$ cat src/rtl/ex_operand_stage_pkg.sv
// rtl/ex_operand_stage_pkg.sv - shared widths, operand-mux encodings and ALU op codes for the EX operand stage
package ex_operand_stage_pkg;

    localparam int XLEN   = 32;
    localparam int REG_AW = 5;
    localparam int OP_W   = 4;

    typedef enum logic [1:0] {
        MUX1_RS1      = 2'd0,
        MUX1_PC       = 2'd1,
        MUX1_ZERO     = 2'd2,
        MUX1_ZERO_ALT = 2'd3
    } mux1_sel_e;

    typedef enum logic [1:0] {
        MUX2_RS2  = 2'd0,
        MUX2_IMM  = 2'd1,
        MUX2_FOUR = 2'd2,
        MUX2_ZERO = 2'd3
    } mux2_sel_e;

    typedef enum logic [OP_W-1:0] {
        ALU_ADD    = 4'd0,
        ALU_SUB    = 4'd1,
        ALU_SLL    = 4'd2,
        ALU_SLT    = 4'd3,
        ALU_SLTU   = 4'd4,
        ALU_XOR    = 4'd5,
        ALU_SRL    = 4'd6,
        ALU_SRA    = 4'd7,
        ALU_OR     = 4'd8,
        ALU_AND    = 4'd9,
        ALU_PASS_B = 4'd10
    } aluop_e;

endpackage

$ cat src/rtl/ex_operand_stage_fwd_select.sv
// rtl/ex_operand_stage_fwd_select.sv - single-source forwarding comparator/mux, EX/MEM over MEM/WB, x0 never forwarded
module fwd_select
    import ex_operand_stage_pkg::*;
#(
    parameter int XLEN   = ex_operand_stage_pkg::XLEN,
    parameter int REG_AW = ex_operand_stage_pkg::REG_AW
) (
    input  logic [REG_AW-1:0] rs_addr,
    input  logic [XLEN-1:0]   rs_data,
    input  logic [REG_AW-1:0] mem_rd_addr,
    input  logic              mem_rd_we,
    input  logic [XLEN-1:0]   mem_fwd_data,
    input  logic [REG_AW-1:0] wb_rd_addr,
    input  logic              wb_rd_we,
    input  logic [XLEN-1:0]   wb_fwd_data,
    output logic [XLEN-1:0]   fwd_data
);

    logic rs_nonzero;
    assign rs_nonzero = (rs_addr != '0);

    always_comb begin
        fwd_data = rs_data;
        if (rs_nonzero && mem_rd_we && (mem_rd_addr == rs_addr)) begin
            fwd_data = mem_fwd_data;
        end else if (rs_nonzero && wb_rd_we && (wb_rd_addr == rs_addr)) begin
            fwd_data = wb_fwd_data;
        end
    end

endmodule

$ cat src/rtl/ex_operand_stage.sv
// rtl/ex_operand_stage.sv - ID/EX register with operand select; forwarding enabled by FWD_EN
module ex_operand_stage
    import ex_operand_stage_pkg::*;
#(
    parameter int XLEN   = ex_operand_stage_pkg::XLEN,
    parameter int REG_AW = ex_operand_stage_pkg::REG_AW,
    parameter int OP_W   = ex_operand_stage_pkg::OP_W
) (
    input  logic              clk,
    input  logic              rst,
    input  logic              id_valid,
    input  logic [XLEN-1:0]   id_rs1_data,
    input  logic [XLEN-1:0]   id_rs2_data,
    input  logic [XLEN-1:0]   id_imm,
    input  logic [XLEN-1:0]   id_pc,
    input  logic [REG_AW-1:0] id_rs1_addr,
    input  logic [REG_AW-1:0] id_rs2_addr,
    input  logic [REG_AW-1:0] id_rd_addr,
    input  logic              id_rd_we,
    input  logic              id_is_load,
    input  logic [1:0]        id_mux1_sel,
    input  logic [1:0]        id_mux2_sel,
    input  logic [OP_W-1:0]   id_aluop,
    input  logic              stall,
    input  logic              flush,
    input  logic [REG_AW-1:0] mem_rd_addr,
    input  logic              mem_rd_we,
    input  logic [XLEN-1:0]   mem_fwd_data,
    input  logic [REG_AW-1:0] wb_rd_addr,
    input  logic              wb_rd_we,
    input  logic [XLEN-1:0]   wb_fwd_data,
    output logic              ex_valid,
    output logic [XLEN-1:0]   alumux1_out,
    output logic [XLEN-1:0]   alumux2_out,
    output logic [OP_W-1:0]   ex_aluop,
    output logic [REG_AW-1:0] ex_rd_addr,
    output logic              ex_rd_we,
    output logic [XLEN-1:0]   ex_rs2_fwd,
    output logic              load_use_hazard
);

    logic              valid_q;
    logic              rd_we_q;
    logic              is_load_q;
    logic [XLEN-1:0]   rs1_data_q;
    logic [XLEN-1:0]   rs2_data_q;
    logic [XLEN-1:0]   imm_q;
    logic [XLEN-1:0]   pc_q;
    logic [REG_AW-1:0] rs1_addr_q;
    logic [REG_AW-1:0] rs2_addr_q;
    logic [REG_AW-1:0] rd_addr_q;
    mux1_sel_e         mux1_sel_q;
    mux2_sel_e         mux2_sel_q;
    logic [OP_W-1:0]   aluop_q;

    always_ff @(posedge clk) begin
        if (rst) begin
            valid_q    <= 1'b0;
            rd_we_q    <= 1'b0;
            is_load_q  <= 1'b0;
            rs1_data_q <= '0;
            rs2_data_q <= '0;
            imm_q      <= '0;
            pc_q       <= '0;
            rs1_addr_q <= '0;
            rs2_addr_q <= '0;
            rd_addr_q  <= '0;
            mux1_sel_q <= MUX1_RS1;
            mux2_sel_q <= MUX2_RS2;
            aluop_q    <= '0;
        end else if (flush) begin
            // Only the control bits matter for a bubble; data fields are left as-is.
            valid_q    <= 1'b0;
            rd_we_q    <= 1'b0;
            is_load_q  <= 1'b0;
        end else if (!stall) begin
            valid_q    <= id_valid;
            rd_we_q    <= id_rd_we;
            is_load_q  <= id_is_load;
            rs1_data_q <= id_rs1_data;
            rs2_data_q <= id_rs2_data;
            imm_q      <= id_imm;
            pc_q       <= id_pc;
            rs1_addr_q <= id_rs1_addr;
            rs2_addr_q <= id_rs2_addr;
            rd_addr_q  <= id_rd_addr;
            mux1_sel_q <= mux1_sel_e'(id_mux1_sel);
            mux2_sel_q <= mux2_sel_e'(id_mux2_sel);
            aluop_q    <= id_aluop;
        end
    end

    logic [XLEN-1:0] rs1_fwd;
    logic [XLEN-1:0] rs2_fwd;

`ifdef FWD_EN
    fwd_select #(.XLEN(XLEN), .REG_AW(REG_AW)) u_fwd_rs1 (
        .rs_addr      (rs1_addr_q),
        .rs_data      (rs1_data_q),
        .mem_rd_addr  (mem_rd_addr),
        .mem_rd_we    (mem_rd_we),
        .mem_fwd_data (mem_fwd_data),
        .wb_rd_addr   (wb_rd_addr),
        .wb_rd_we     (wb_rd_we),
        .wb_fwd_data  (wb_fwd_data),
        .fwd_data     (rs1_fwd)
    );

    fwd_select #(.XLEN(XLEN), .REG_AW(REG_AW)) u_fwd_rs2 (
        .rs_addr      (rs2_addr_q),
        .rs_data      (rs2_data_q),
        .mem_rd_addr  (mem_rd_addr),
        .mem_rd_we    (mem_rd_we),
        .mem_fwd_data (mem_fwd_data),
        .wb_rd_addr   (wb_rd_addr),
        .wb_rd_we     (wb_rd_we),
        .wb_fwd_data  (wb_fwd_data),
        .fwd_data     (rs2_fwd)
    );
`else
    // Without forwarding the hazard unit stalls every RAW hazard, so read data is always current.
    assign rs1_fwd = rs1_data_q;
    assign rs2_fwd = rs2_data_q;

    logic unused_fwd_inputs;
    assign unused_fwd_inputs = ^{mem_rd_addr, mem_rd_we, mem_fwd_data,
                                 wb_rd_addr, wb_rd_we, wb_fwd_data,
                                 rs1_addr_q, rs2_addr_q};
`endif

    always_comb begin
        alumux1_out = '0;
        case (mux1_sel_q)
            MUX1_RS1: alumux1_out = rs1_fwd;
            MUX1_PC:  alumux1_out = pc_q;
            default:  alumux1_out = '0;
        endcase
    end

    always_comb begin
        alumux2_out = '0;
        case (mux2_sel_q)
            MUX2_RS2:  alumux2_out = rs2_fwd;
            MUX2_IMM:  alumux2_out = imm_q;
            MUX2_FOUR: alumux2_out = XLEN'(4);
            default:   alumux2_out = '0;
        endcase
    end

    assign ex_valid   = valid_q;
    assign ex_aluop   = aluop_q;
    assign ex_rd_addr = rd_addr_q;
    assign ex_rd_we   = valid_q & rd_we_q;
    assign ex_rs2_fwd = rs2_fwd;

    assign load_use_hazard = valid_q && is_load_q && (rd_addr_q != '0) && id_valid &&
                             ((rd_addr_q == id_rs1_addr) || (rd_addr_q == id_rs2_addr));

endmodule
$ cat config.mk
export PLATFORM = sky130hd
export DESIGN_NAME = ex_operand_stage
export DESIGN_NICKNAME = d
export VERILOG_FILES = /design/src/rtl/ex_operand_stage_pkg.sv /design/src/rtl/ex_operand_stage_fwd_select.sv /design/src/rtl/ex_operand_stage.sv
export SDC_FILE = /design/constraint.sdc
export NUM_CORES = 1
export LEC_CHECK = 0
export ABC_AREA = 0
export ABC_CLOCK_PERIOD_IN_PS = 3100
export CORE_AREA = 3 3 132 134
export DETAILED_ROUTE_END_ITERATION = 8
export DIE_AREA = 0 0 135 137
export MAX_ROUTING_LAYER = met4
export PLACE_DENSITY = 0.78
export SYNTH_ARGS = -nofsm -noshare
export SYNTH_HDL_FRONTEND = slang
export SYNTH_SLANG_ARGS = --single-unit
$ cat constraint.sdc
create_clock -name clk -period 3.1 [get_ports clk]
set_input_delay 0.62 -clock clk [delete_from_list [all_inputs] [get_ports clk]]
set_output_delay 0.62 -clock clk [all_outputs]
set_load 0.005 [all_outputs]
==> impl_metrics.ini, run 1 <==
[cts]
clk-insertion-delay-late_ns = 0.40
cts_sinks = 144
clockRootBuffer = clkbuf_16
cts_tree = built
post_cts_buffers = 0
cts_hold_buf = 0
htree_levels = 4
cts_buffers = 17
clkTransAtPathRegs_ns = 0.05
cts_resized = 0
clockBufferDepth = 2

[drt]
firstDrtPassIters = 5
drc = 0
routed_wl_mm = 18.5
vias = 5959
vias_per_cell = 4.78
drt.antenna.violating_nets = 0
drt_iter0_markers = 397
wl_per_cell_um = 14.8

[synthesis]
yosysSeqAreaShare_pct = 47.4
netlist.area_leader.share_pct = 47.4
synth_edf_count = 0
async_reset_ff_share_pct = 0
syn-mean-instance-area_um2 = 7.74
yosysWarnings = 0
yosys-top-cells-count = nand2_1, dfxtp_1, a21oi_1
syn_nets = 1020
synth.most_common_cell = nand2_1
synthFlopType = dfxtp_1
postSynthCellCount = 786
synthDistinctLibCells = 20
yosysTopAreaCell = dfxtp_1
synth_area_um2 = 6080
synth_area_leaders = dfxtp_1, nand2_1, a21oi_1, mux2i_1, nor2_1
yosys_register_bits = 144

[grt]
grt_max_degree = 90
grt_pass1_wl_mm = 28.4
grt_pass1_vias = 5603
track_usage_pct = 19.7
antenna_found_initial = 0
grt.overflow.total = 0

[critical_path]
ff2ff_path_depth = 3
slowest_stage = clkdlybuf4s50_1
cpMostUsedCell = clkdlybuf4s50_1
cp_num_buf_inv = 2
crit_fanout = 1
crit_type = input pin to output port
crit_arrival_ns = 2.21
end_kind = output port
crit_chain = clkdlybuf4s50_1 > xor2_1 > nor3_1 > nand3_1 > a21oi_1 > clkdlybuf4s50_1
crit_path_max_incr_delay_ns = 0.53
crit_required_ns = 2.48
cp_num_cells = 6
cp_top_family = buffers and inverters
start_kind = input pin

[timing]
min_period_ns = 2.83
rsz0062_at_grt = no
max_freq_mhz = 354
slew-limit-headroom_pct = 49.8
tightest_slew_ns = 0.752
fin_tns_setup_ns = 0
final-setup-viol-count = 0
finalMaxSlewViolations = 0
finalHoldViolCount = 0
fin_crit_sh_pct = 91.2
finClkSkew_ns = 0

[die]
chipWidth_um = 135
rows = 47
initial_core_util_pct = 37.1
die_h_um = 137
io_pins = 342
die-area_um2 = 18500
core_um2 = 16400

[placement]
portBuffers = 265
gp_congestion = 0.839
place_inst = 1218
dp_hpwl_mm = 12.7

[layout]
stdcell_count = 1247
fill_cells = 1491
nNetsFinal = 1251
drive_gt1_share_pct = 4.28
finish.utilization_pct = 57.3
n_antenna_cell = 0
area_growth_pct = 54.5

[min_path]
min_path_cells = 2
hp-class = flip-flop to flip-flop

[status]
outcome = finished clean

[flow_run]
cap_violations = 0

[power]
peakVddDrop_mv = 0.339
static-leakage-power_nw = 3.41
power_density_nw_per_um2 = 490
## stage by stage
stage	power (mW)	cell area (um^2)	hold WS [ns]	setup WS (ns)
6_report	4.60	9400	0.451	0.271
5_1_grt	4.80	9400	0.471	0.220
4_1_cts	4.66	9400	0.454	0.292
3_5_place_dp	2.70	8840	0.446	0.295
3_3_place_gp	2.69	8840	0.441	0.323
2_1_floorplan	2.30	6080	0.436	1.32
## tightest hold or removal path, cell delays in order, from the launching register on
cell     delay, ns
dfxtp_1       0.30
nand2_1       0.05
a21oi_1       0.05
## routing by layer
layer	wire [um]	global-route usage, %	vias up	part of all wire, %
li1	-	-	3008	-
met1	7980	23.6	2742	43
met2	9020	32.7	181	49
met3	1100	4.78	28	6.0
met4	388	7.11	0	2.1
met5	0	-	-	0
## sequential cells by signal (all words and copies together), names as in the netlist
signal	flops
is_load_q	1
ex_valid	1
mux2_sel_q	2
ex_aluop	4
ex_rd_addr	5
ex_rs2_fwd	32
rd_we_q	1
imm_q	32
pc_q	32
mux1_sel_q	2
rs1_data_q	32
## where the power goes
group	leakage, nW	internal, mW	switching [mW]
sequential	1.18	1.94	0.0574
combinational	1.97	0.398	0.267
clock	0.267	1.19	0.752
total	3.41	3.53	1.08
## cell families after synthesis
family,share of synthesized area (%)
AOI/OAI and AO/OA,11.9
buffers and inverters,5.86
and+or+nand+nor,22.6
xor gates and xnor gates,1.44
muxes,10.9
DFF,47.4
## cells in the final DEF (no fill, tap or decap), types with 3 or more instances in the layout
master           netlist  routed
clkdlybuf4s50_1        0     264
mux2i_1               66      66
buf_4                  1       4
nor2_1                63      63
nor3_1                 6       6
nand2_1              282     282
xnor2_1                4       4
clkbuf_16              0      17
xor2_1                 6       6
buf_12                 0       8
dfxtp_1              144     142
a21oi_1              143     143
clkinvlp_4             0       3
clkinv_2               0       3
## final timing paths
kind / start / endpoint / slack (ns)
worst max-delay path: id_rs2_addr[0] / load_use_hazard / 0.27
worst min-delay path: rs1_data_q[26] / rs1_data_q[26] / 0.45
worst max register to register: mux1_sel_q[1] / mux1_sel_q[1] / 1.78
worst min register to register: rs1_data_q[26] / rs1_data_q[26] / 0.45
## cell type report
type	count	area, um^2	share of cell area (%)
Sequential cell	144	2890	30.7
Timing Repair Buffer	276	2830	30.1
Clock inverter	10	115	1.22
Multi-Input combinational cell	578	2850	30.3
Clock buffer	19	443	4.71
Tap cell	220	275	2.93
No activity file was read; power rests on OpenSTA's default activity.
==> inputs of run 2 (changes only) <==
--- a/config.mk
+++ b/config.mk
@@ -7,11 +7,13 @@
 export LEC_CHECK = 0
 export ABC_AREA = 0
 export ABC_CLOCK_PERIOD_IN_PS = 3100
-export CORE_AREA = 3 3 132 134
+export CELL_PAD_IN_SITES_DETAIL_PLACEMENT = 1
+export CELL_PAD_IN_SITES_GLOBAL_PLACEMENT = 1
+export CORE_AREA = 3 3 152 154
 export DETAILED_ROUTE_END_ITERATION = 8
-export DIE_AREA = 0 0 135 137
+export DIE_AREA = 0 0 155 157
 export MAX_ROUTING_LAYER = met4
-export PLACE_DENSITY = 0.78
+export PLACE_DENSITY_LB_ADDON = 0.1
 export SYNTH_ARGS = -nofsm -noshare
 export SYNTH_HDL_FRONTEND = slang
 export SYNTH_SLANG_ARGS = --single-unit
==> run 2 against run 1 <==
  * Clock-buffer cell count unchanged
  * Via count is 0.81% higher
  * Maximum frequency increased by 3.0%
  * Combinational power grew 2%
  * First-iteration DRC count is 54% lower
  * Cell count is 5.4% higher
  * Final area grew 1.3%
  * Flip-flop and latch count stayed put
  * Sequential power hardly changed
  * Worst hold slack better by 0.0018 ns
  * Sequential share of layout area fell by 0.40 points
==> impl_metrics.ini, run 2 (synthesis gave the netlist of run 1 again) <==
[status]
outcome = finished clean

[power]
static-leakage-power_nw = 3.44
peakVddDrop_mv = 0.338
power_density_nw_per_um2 = 500

[cts]
cts_hold_buf = 0
cts_resized = 0
clk-insertion-delay-late_ns = 0.42
cts_tree = built
cts_sinks = 144
htree_levels = 4
clockBufferDepth = 2
clockRootBuffer = clkbuf_16
clkTransAtPathRegs_ns = 0.06
cts_buffers = 17
post_cts_buffers = 0

[die]
initial_core_util_pct = 27.9
core_um2 = 21800
chipWidth_um = 155
die_h_um = 157
io_pins = 342
rows = 54
die-area_um2 = 24300

[critical_path]
crit_fanout = 1
r2r-start = mux2_sel_q[1]
rr_endpoint = mux2_sel_q[1]
end_kind = output port
crit_arrival_ns = 2.13
crit_type = input pin to output port
regToRegSetupSlack_ns = 2.04
crit_required_ns = 2.48
start_kind = input pin
ff2ff_path_depth = 3

[drt]
drc = 0
routed_wl_mm = 21.3
vias_per_cell = 4.57
drt.antenna.violating_nets = 0
firstDrtPassIters = 4
drt_iter0_markers = 183
vias = 6007
wl_per_cell_um = 16.2

[timing]
max_freq_mhz = 364
setup_slack_ns = 0.353
fin_tns_setup_ns = 0
finClkSkew_ns = 0
slew-limit-headroom_pct = 68.0
tightest_slew_ns = 0.479
finalHoldViolCount = 0
rsz0062_at_grt = no
timing.hold.ws_ns = 0.453
fin_crit_sh_pct = 88.6
final-setup-viol-count = 0
min_period_ns = 2.75
finalMaxSlewViolations = 0

[grt]
grt_max_degree = 102
grt_pass1_vias = 6135
grt.overflow.total = 0
antenna_found_initial = 1
track_usage_pct = 17.5
grt_pass1_wl_mm = 32.8

[placement]
post_dp_cell_area_um2 = 8930
portBuffers = 265
place_ws_ns = 0.333
dp_hpwl_mm = 14.4
gp_congestion = 0.723

[min_path]
hold_start = rs1_data_q[7]
min_path_cells = 2
hp-class = flip-flop to flip-flop
hold_path_end = rs1_data_q[7]

[layout]
final_common_cell = nand2_1
final_cell_mix = nand2_1, clkdlybuf4s50_1, a21oi_1, dfxtp_1, mux2i_1
final_area_um2 = 9520
drive_gt1_share_pct = 4.84
area_growth_pct = 56.5
nNetsFinal = 1254

[flow_run]
cap_violations = 0
[run 2: routing by layer]
layer	wire (um)	global-route usage (%)	vias up
li1	-	-	3013
met1	9230	20.6	2822
met2	10100	28.1	159
met3	1820	7.01	13
met4	186	4.42	0
met5	0	-	-
[run 2: where the power goes]
part           switching, mW  internal, mW
registers             0.0537          1.94
logic                  0.278         0.399
clock network          0.869          1.23
total                   1.20          3.56
[run 2: worst max-delay path, cell delays in order]
cell and delay (ns):
clkdlybuf4s50_1 0.43, xor2_1 0.15, nor3_1 0.17, nand3_1 0.09, a21oi_1 0.14, clkdlybuf4s50_1 0.52
[run 2: area by class of cell]
class / count / area, um^2
Antenna cell: 1 / 2.50
Clock buffer: 19 / 443
Clock inverter: 13 / 151
Fill cell: 2650 / 12300
Multi-Input combinational cell: 578 / 2850
Sequential cell: 144 / 2890
Tap cell: 280 / 350
Timing Repair Buffer: 279 / 2840
[run 2: how the worst max path moves through the flow]
stage                         startpoint              end  slack, ns
final                     id_rs1_addr[0]  load_use_hazard       0.35
after global routing      id_rs1_addr[0]  load_use_hazard       0.25
after global placement    id_rs2_addr[1]  load_use_hazard       0.34
after floorplan           id_rs1_addr[2]  load_use_hazard       1.32
after CTS                 id_rs1_addr[0]  load_use_hazard       0.33
after detailed placement  id_rs1_addr[0]  load_use_hazard       0.33
[run 2: per-stage QoR]
step	utilization [%]	total power, mW	cells
final	43.6	4.76	1314
after global routing	43.6	4.98	1314
after CTS	43.6	4.85	1313
after detailed placement	40.9	2.72	1281
after global placement	40.9	2.72	1281
after floorplan	-	2.30	786
